--- src/rtl/fround_pkg.sv ---
// fround_pkg: shared types and helpers for the pipelined FP round-to-integral unit
package fround_pkg;
    typedef enum logic [1:0] {RM_RNE, RM_FLOOR, RM_CEIL, RM_TRUNC} rm_e;
    // Width-independent part of the stage-1 payload; vector fields travel alongside.
    typedef struct packed {
        logic sign;
        logic sel;
        logic inexact;
    } s1_flags_t;
    function automatic int bias(input int ew);
        return (1 << (ew - 1)) - 1;
    endfunction
    // Canonical quiet NaN {0, all-ones exp, 1, 0..0}, truncated by the caller to W bits.
    function automatic logic [63:0] qnan(input int ew, input int mw);
        return (((64'd1 << ew) - 64'd1) << mw) | (64'd1 << (mw - 1));
    endfunction
endpackage

--- src/rtl/fround_if.sv ---
// fround_if: valid/ready operand and result channels of the rounding unit
//   in_valid/in_ready/x/mode : operand channel, out_valid/out_ready/y/inexact : result channel
interface fround_if
    import fround_pkg::*;
#(
    parameter int W = 32
) ();
    logic         in_valid;
    logic         in_ready;
    logic [W-1:0] x;
    rm_e          mode;
    logic         out_valid;
    logic         out_ready;
    logic [W-1:0] y;
    logic         inexact;
    modport master (output in_valid, x, mode, out_ready, input in_ready, out_valid, y, inexact);
    modport slave  (input in_valid, x, mode, out_ready, output in_ready, out_valid, y, inexact);
endinterface

--- src/rtl/fround_decode.sv ---
// fround_decode: combinational stage-1 classify, mask and increment selection
//   x/mode in; flags, exponent, masked significand, increment vector and special result out
module fround_decode
    import fround_pkg::*;
#(
    parameter int EW = 8,
    parameter int MW = 23,
    parameter int W  = 1 + EW + MW
) (
    input  logic [W-1:0]  x,
    input  rm_e           mode,
    output s1_flags_t     flags,
    output logic [EW-1:0] exp,
    output logic [MW:0]   sig,
    output logic [MW:0]   inc_vec,
    output logic [W-1:0]  spec_y
);
    localparam int BIAS = bias(EW);
    logic          sign, g, s, odd, tiny, big, all1, zero, half_up, one, inc;
    logic [EW-1:0] e;
    logic [MW-1:0] man, mask;
    logic [31:0]   d;
    logic [MW:0]   bit_d;
    always_comb begin
        sign    = x[W-1];
        e       = x[W-2:MW];
        man     = x[MW-1:0];
        // d = number of dropped fraction bits; only meaningful in the normal range
        d       = 32'(MW + BIAS) - 32'(e);
        bit_d   = (MW+1)'(1) << d;
        mask    = bit_d[MW-1:0] - MW'(1);
        g       = |(man & bit_d[MW:1]);
        s       = |(man & (mask >> 1));
        odd     = |({1'b1, man} & bit_d);
        all1    = &e;
        zero    = ~|x[W-2:0];
        big     = 32'(e) >= 32'(BIAS + MW);
        tiny    = ~zero & (32'(e) < 32'(BIAS));
        half_up = (32'(e) == 32'(BIAS - 1)) & |man;
        one     = mode == RM_RNE ? half_up : mode == RM_FLOOR ? sign : mode == RM_CEIL ? ~sign : 1'b0;
        inc     = mode == RM_RNE ? g & (s | odd) : mode == RM_FLOOR ? sign & (g | s) :
                  mode == RM_CEIL ? ~sign & (g | s) : 1'b0;
        flags.sign    = sign;
        flags.sel     = all1 | big | zero | tiny;
        flags.inexact = tiny | (~flags.sel & (g | s));
        exp     = e;
        sig     = {1'b1, man & ~mask};
        inc_vec = (~flags.sel & inc) ? bit_d : '0;
        spec_y  = (all1 & |man) ? W'(qnan(EW, MW)) :
                  tiny ? {sign, one ? EW'(BIAS) : EW'(0), MW'(0)} : x;
    end
endmodule

--- src/rtl/fround_pipe.sv ---
// fround_pipe: 2-stage valid/ready pipeline rounding FP values to integral values
//   clk, rst (sync, active-high); io: fround_if slave carrying operand and result channels
module fround_pipe
    import fround_pkg::*;
#(
    parameter int EW = 8,
    parameter int MW = 23
) (
    input logic     clk,
    input logic     rst,
    fround_if.slave io
);
    localparam int W = 1 + EW + MW;
    s1_flags_t     dec_flags, s1_flags_q, s1_flags_d;
    logic [EW-1:0] dec_exp, s1_exp_q, s1_exp_d;
    logic [MW:0]   dec_sig, dec_inc, s1_sig_q, s1_sig_d, s1_inc_q, s1_inc_d;
    logic [W-1:0]  dec_spec, s1_spec_q, s1_spec_d, y_q, y_d, norm_y;
    logic          s1_valid_q, s1_valid_d, s2_valid_q, s2_valid_d, inexact_q, inexact_d;
    logic          s1_load, s2_load, accept;
    logic [MW+1:0] m;
    fround_decode #(.EW(EW), .MW(MW)) u_dec (
        .x(io.x), .mode(io.mode), .flags(dec_flags), .exp(dec_exp),
        .sig(dec_sig), .inc_vec(dec_inc), .spec_y(dec_spec)
    );
    always_comb begin
        s2_load    = ~s2_valid_q | io.out_ready;
        s1_load    = ~s1_valid_q | s2_load;
        accept     = io.in_valid & s1_load;
        // carry out of the significand renormalises by one exponent step
        m          = {1'b0, s1_sig_q} + {1'b0, s1_inc_q};
        norm_y     = m[MW+1] ? {s1_flags_q.sign, s1_exp_q + EW'(1), m[MW:1]}
                             : {s1_flags_q.sign, s1_exp_q, m[MW-1:0]};
        s1_valid_d = s1_load ? io.in_valid : s1_valid_q;
        s1_flags_d = accept ? dec_flags : s1_flags_q;
        s1_exp_d   = accept ? dec_exp : s1_exp_q;
        s1_sig_d   = accept ? dec_sig : s1_sig_q;
        s1_inc_d   = accept ? dec_inc : s1_inc_q;
        s1_spec_d  = accept ? dec_spec : s1_spec_q;
        s2_valid_d = s2_load ? s1_valid_q : s2_valid_q;
        y_d        = (s2_load & s1_valid_q) ? (s1_flags_q.sel ? s1_spec_q : norm_y) : y_q;
        inexact_d  = (s2_load & s1_valid_q) ? s1_flags_q.inexact : inexact_q;
    end
    always_ff @(posedge clk) begin
        if (rst) begin
            s1_valid_q <= 1'b0;
            s1_flags_q <= '0;
            s1_exp_q   <= '0;
            s1_sig_q   <= '0;
            s1_inc_q   <= '0;
            s1_spec_q  <= '0;
            s2_valid_q <= 1'b0;
            y_q        <= '0;
            inexact_q  <= 1'b0;
        end else begin
            s1_valid_q <= s1_valid_d;
            s1_flags_q <= s1_flags_d;
            s1_exp_q   <= s1_exp_d;
            s1_sig_q   <= s1_sig_d;
            s1_inc_q   <= s1_inc_d;
            s1_spec_q  <= s1_spec_d;
            s2_valid_q <= s2_valid_d;
            y_q        <= y_d;
            inexact_q  <= inexact_d;
        end
    end
    assign io.in_ready  = s1_load;
    assign io.out_valid = s2_valid_q;
    assign io.y         = y_q;
    assign io.inexact   = inexact_q;
endmodule

--- src/flat_wrapper.sv ---
// flat-port wrapper written by rule: the top's interface ports become plain ports
module fround_pipe_flat import fround_pkg::*;
#(
    parameter int EW = 8,
    parameter int MW = 23
)
  (clk, rst, io_in_valid, io_x, io_mode, io_out_ready, io_in_ready, io_out_valid, io_y, io_inexact);
  fround_if #(.W(32)) io_i ();
  input logic clk;
  input logic rst;
  input wire logic [$bits(io_i.in_valid)-1:0] io_in_valid;
  input wire logic [$bits(io_i.x)-1:0] io_x;
  input wire logic [$bits(io_i.mode)-1:0] io_mode;
  input wire logic [$bits(io_i.out_ready)-1:0] io_out_ready;
  output wire logic [$bits(io_i.in_ready)-1:0] io_in_ready;
  output wire logic [$bits(io_i.out_valid)-1:0] io_out_valid;
  output wire logic [$bits(io_i.y)-1:0] io_y;
  output wire logic [$bits(io_i.inexact)-1:0] io_inexact;
  assign io_i.in_valid = io_in_valid;
  assign io_i.x = io_x;
  assign io_i.mode = io_mode;
  assign io_i.out_ready = io_out_ready;
  assign io_in_ready = io_i.in_ready;
  assign io_out_valid = io_i.out_valid;
  assign io_y = io_i.y;
  assign io_inexact = io_i.inexact;
  fround_pipe #(.EW(EW), .MW(MW)) u_core (.clk(clk), .rst(rst), .io(io_i));
endmodule
--- config.mk ---
export PLATFORM = sky130hd
export DESIGN_NAME = fround_pipe_flat
export DESIGN_NICKNAME = d
export VERILOG_FILES = /design/src/rtl/fround_pkg.sv /design/src/rtl/fround_if.sv /design/src/rtl/fround_decode.sv /design/src/rtl/fround_pipe.sv /design/src/flat_wrapper.sv
export SDC_FILE = /design/constraint.sdc
export NUM_CORES = 1
export LEC_CHECK = 0
export BUFFER_PORTS_ARGS = -buffer_cell sky130_fd_sc_hd__buf_4
export CORE_ASPECT_RATIO = 0.75
export CORE_MARGIN = 2
export CORE_UTILIZATION = 55
export DETAILED_ROUTE_END_ITERATION = 10
export PLACE_DENSITY_LB_ADDON = 0.2
export SLEW_MARGIN = 20
export SYNTH_ARGS = -nofsm -noshare
export SYNTH_HDL_FRONTEND = slang
export SYNTH_HIERARCHICAL = 1
export SYNTH_SLANG_ARGS = --single-unit
export TNS_END_PERCENT = 30
--- constraint.sdc ---
create_clock -name clk -period 4.9 [get_ports clk]
set_input_delay 1.225 -clock clk [delete_from_list [all_inputs] [get_ports clk]]
set_output_delay 1.225 -clock clk [all_outputs]
set_load 0.1 [all_outputs]
==> results.md <==
- Clock Skews: approximately 0.014 ns
- Final setup violation count: 0
- CP max FO: 23
- Clock power frac: 44.8%
- WS Path Type: in -> reg
- Largest family of logic cells by synthesized area: compound AO/OA/AOI/OAI gates
- Cts repair resizes: 0
- Slowest CP cell: a211oi_2
- Synthesized instance count: 1246
- Total internal power: about 2.0 mW
- Syn_nets: roughly 1300
- Most used cell, CP: nand2_1
- Syn Area/Cell: around 7.2 sq um
- RD Place Congestion: between 0.9 and 1
- I/O pins: 73
- First-pass GRT wire length: 47.80 mm
- Synth Area in Simple Gates: 26.96%
- Min-Delay Path Class: reg -> reg
- Final Hold Fails: 0
- Die H: ~110 um
- CTS Buf Count: 17
- Most frequent cells in the layout: nand2_1, a21oi_1, buf_4
- DRT iter0 DRCs: between 1000 and 1500
- CP endpoint kind: register
- Vias per cell: ~6.3
- Worst path cell trace: buf_4 > ha_1 > a211oi_2 > o221ai_2 > a21o_1 > a21boi_1 > nand2_1 > ha_1 > buf_4 > o211ai_1 > o21ai_0 > nor3_1 > and4bb_2 > nand2_1 > a211oi_4 > buf_12 > nor4_1 > nand2_1 > a21oi_1
- Final slew viol count: 0
- Final nets: 1366
- Switching part of the total: a little under a third
- Share of cells above drive strength 1: ~15%
- WL/cell: roughly 20 um
- Post-route insts no fill: between 1500 and 2000
- Postcts setup bufs: 0
- CTS Sinks: between 100 and 150
- Multiplexer share of the synthesized area: 2.413%
- Fin worst setup slack: roughly 0.45 ns
- Fraction of registers with async set/reset: 0%
- Worst skew pair latency: 0.42 ns
- Max Fclk: between 200 and 250 MHz
- Crit path arrival time: ~4.8 ns
- Final wirelength: between 30 and 40 mm
- Most common cell after layout, fill and taps aside: nand2_1
- CTS tree: built
- Via Count: approximately 9500
- CP peak stage delay: about 0.32 ns
- Post-synthesis compound-gate area fraction: between 20% and 30%
- Required @ worst endpoint: ~5.2 ns
- Total Die Area: between 15000 and 20000 sq um
- Cell count after placement: 1489
- Post-Synth XOR/XNOR Area: 3.324%
- Post-synth EDFFs: 0
- Root Driver: clkbuf_16
- Total track usage: ~36%
- Buffers added on ports: 72
- Worst IR drop on VDD: about 0.21 mV
- Final Instance Area: ~10000 sq um
- Seq/Total Area, Yosys: between 20% and 30%
- Hold buffer count at CTS: 0
- Reg clk slew, reported paths: 0.06 ns
- Largest net degree at the start of global routing: between 90 and 100
- Initial antenna violation count: 1
- Min Tclk post-route: roughly 4.4 ns
- Post-synthesis adder-cell area fraction: approximately 4.3%
- Ys Warns: 6
- FP Rows: 40
- GR Overflow Total: 0
- Initial core utilization: a little under three fifths
- DRC violations left: 0
- Synthesized area: about 8900 sq um
- Post-placement cell area: between 9000 and 10000 sq um
- Logic pwr share: 18.5%
- Max-Cap Viols: 0
- Core area: roughly 16000 sq um
- Area grow syn2layout: 15.12%
- Final Cycle Share: about nine tenths
- Crit start category: input pin
- Worst path top cell family by delay: compound AO/OA/AOI/OAI gates
- Final TNS setup: 0 ns
- Register share of total power: between 30% and 40%
- Slew margin rel.: between 30% and 40%
- Yosys reg bits: ~130
- Detailed Place HPWL: approximately 23 mm
- Pre-CTS setup slack: 0.09885 ns
- Outcome: finished, final reports clean
- Vias in the first global route: around 8500
- Power per cell area: roughly 280 nW/um^2
- WP buf/inv: 3
- Worst-margin pin slew: 0.9505 ns
- First-pass DRT Iterations: 5
- Clock Path Buffers: 2
- Leakage Power: between 4 and 5 nW
- H-tree Lvls: 4
- Distinct cells, synth: 90
- Synth Flop Type: dfxtp_1
- Routed Antenna Nets: 0
- Die Wd: about 150 um
- NetSw: slightly above 0.9 mW
- RSZ-0062 raised after global routing: false
- Hold_ws: 0.4513 ns
cells by family after synthesis:
group | count (synthesis)
muxes | 20
buffers and inverters | 126
DFF | 126
xor gates and xnor gates | 33
other | 1
AOI/OAI and AO/OA | 387
and+or+nand+nor | 523
adders and majority gates | 30
area by class of cell:
type / count / area [sq um]
sequential: 126 / 2522
timing repair buffer: 131 / 1008
clock buffer: 18 / 439.2
inverter: 28 / 105.1
antenna: 2 / 5.005
clock inverter: 14 / 170.2
tap: 210 / 262.8
fill: 1494 / 5697
multi-input combinational: 994 / 5756
power groups by stage:
stage	Sequential, mW	Clock (mW)	Combinational, mW
after CTS	1.07	1.32	0.528
final	1.07	1.31	0.542
after global placement	1.09	0	0.528
after detailed placement	1.10	0	0.526
after global routing	1.08	1.36	0.578
after floorplan	1.16	0	0.283
per-layer routing:
layer	up-vias	wire [um]	global-route usage, %
li1	4543	-	-
met1	4402	14380	55.30
met2	551	12130	48.76
met3	49	3428	8.327
met4	0	613	10.72
met5	-	0	0
flip-flops by register name (all words and copies together), names as in the netlist:
| signal | flops |
|---|---|
| u_core/s1_spec_q | 32 |
| u_core/s1_sig_q | 24 |
| u_core/io.inexact | 1 |
| u_core/io.y | 32 |
| u_core/s1_flags_q | 3 |
| u_core/s1_valid_q | 1 |
| u_core/s1_exp_q | 8 |
| u_core/s1_inc_q | 24 |
| u_core/io.out_valid | 1 |
path summary, 6_finish.rpt:
kind	start	to	slack (ns)	depth (start not counted)
worst max-delay path	io_x[23]	u_core/s1_inc_q[16]	0.45	19
worst min-delay path	u_core/s1_spec_q[11]	u_core/s1_spec_q[11]	0.45	2
worst max register to register	u_core/s1_sig_q[18]	u_core/io.y[10]	1.58	9
worst min register to register	u_core/s1_spec_q[11]	u_core/s1_spec_q[11]	0.45	2
Yosys cell counts (4+ instances only):
cell	n	area, sq um
a211o_1	8	70.07
a211oi_1	19	142.6
a21boi_0	4	30.03
a21o_1	11	82.58
a21oi_1	160	800.8
a22o_1	6	52.55
a311oi_1	4	35.03
a31o_1	5	43.79
a31o_2	4	35.03
a31oi_1	16	100.1
a32o_1	5	50.05
and2_1	26	162.7
and3_1	8	50.05
buf_2	10	50.05
buf_4	12	90.09
buf_6	8	90.09
clkbuf_1	63	236.5
dfxtp_1	126	2522
ha_1	29	362.9
inv_1	28	105.1
mux2i_1	17	170.2
nand2_1	278	1044
nand2b_1	6	37.54
nand3_1	30	150.1
nand4_1	9	56.30
nor2_1	68	255.2
nor2b_1	11	68.82
nor3_1	25	125.1
nor3b_1	5	37.54
nor4_1	28	175.2
o211a_1	5	50.05
o211ai_1	14	105.1
o21a_1	5	37.54
o21ai_0	66	330.3
o21ai_1	8	40.04
o22ai_1	5	31.28
o31ai_1	5	37.54
or3_1	5	31.28
xnor2_1	19	166.4
xor2_1	13	113.9
worst min-delay path: stages (launching register included):
cell,delay [ns]
dfxtp_1,0.30
nand2_1,0.05
a21oi_1,0.05
through the flow:
step	total power [mW]	util, %
after floorplan	1.446	-
after global placement	1.622	60.47
after detailed placement	1.621	60.47
after CTS	2.919	64.29
after global routing	3.015	64.29
final	2.923	64.32
Note: power is estimated with default switching activity, not from simulation.
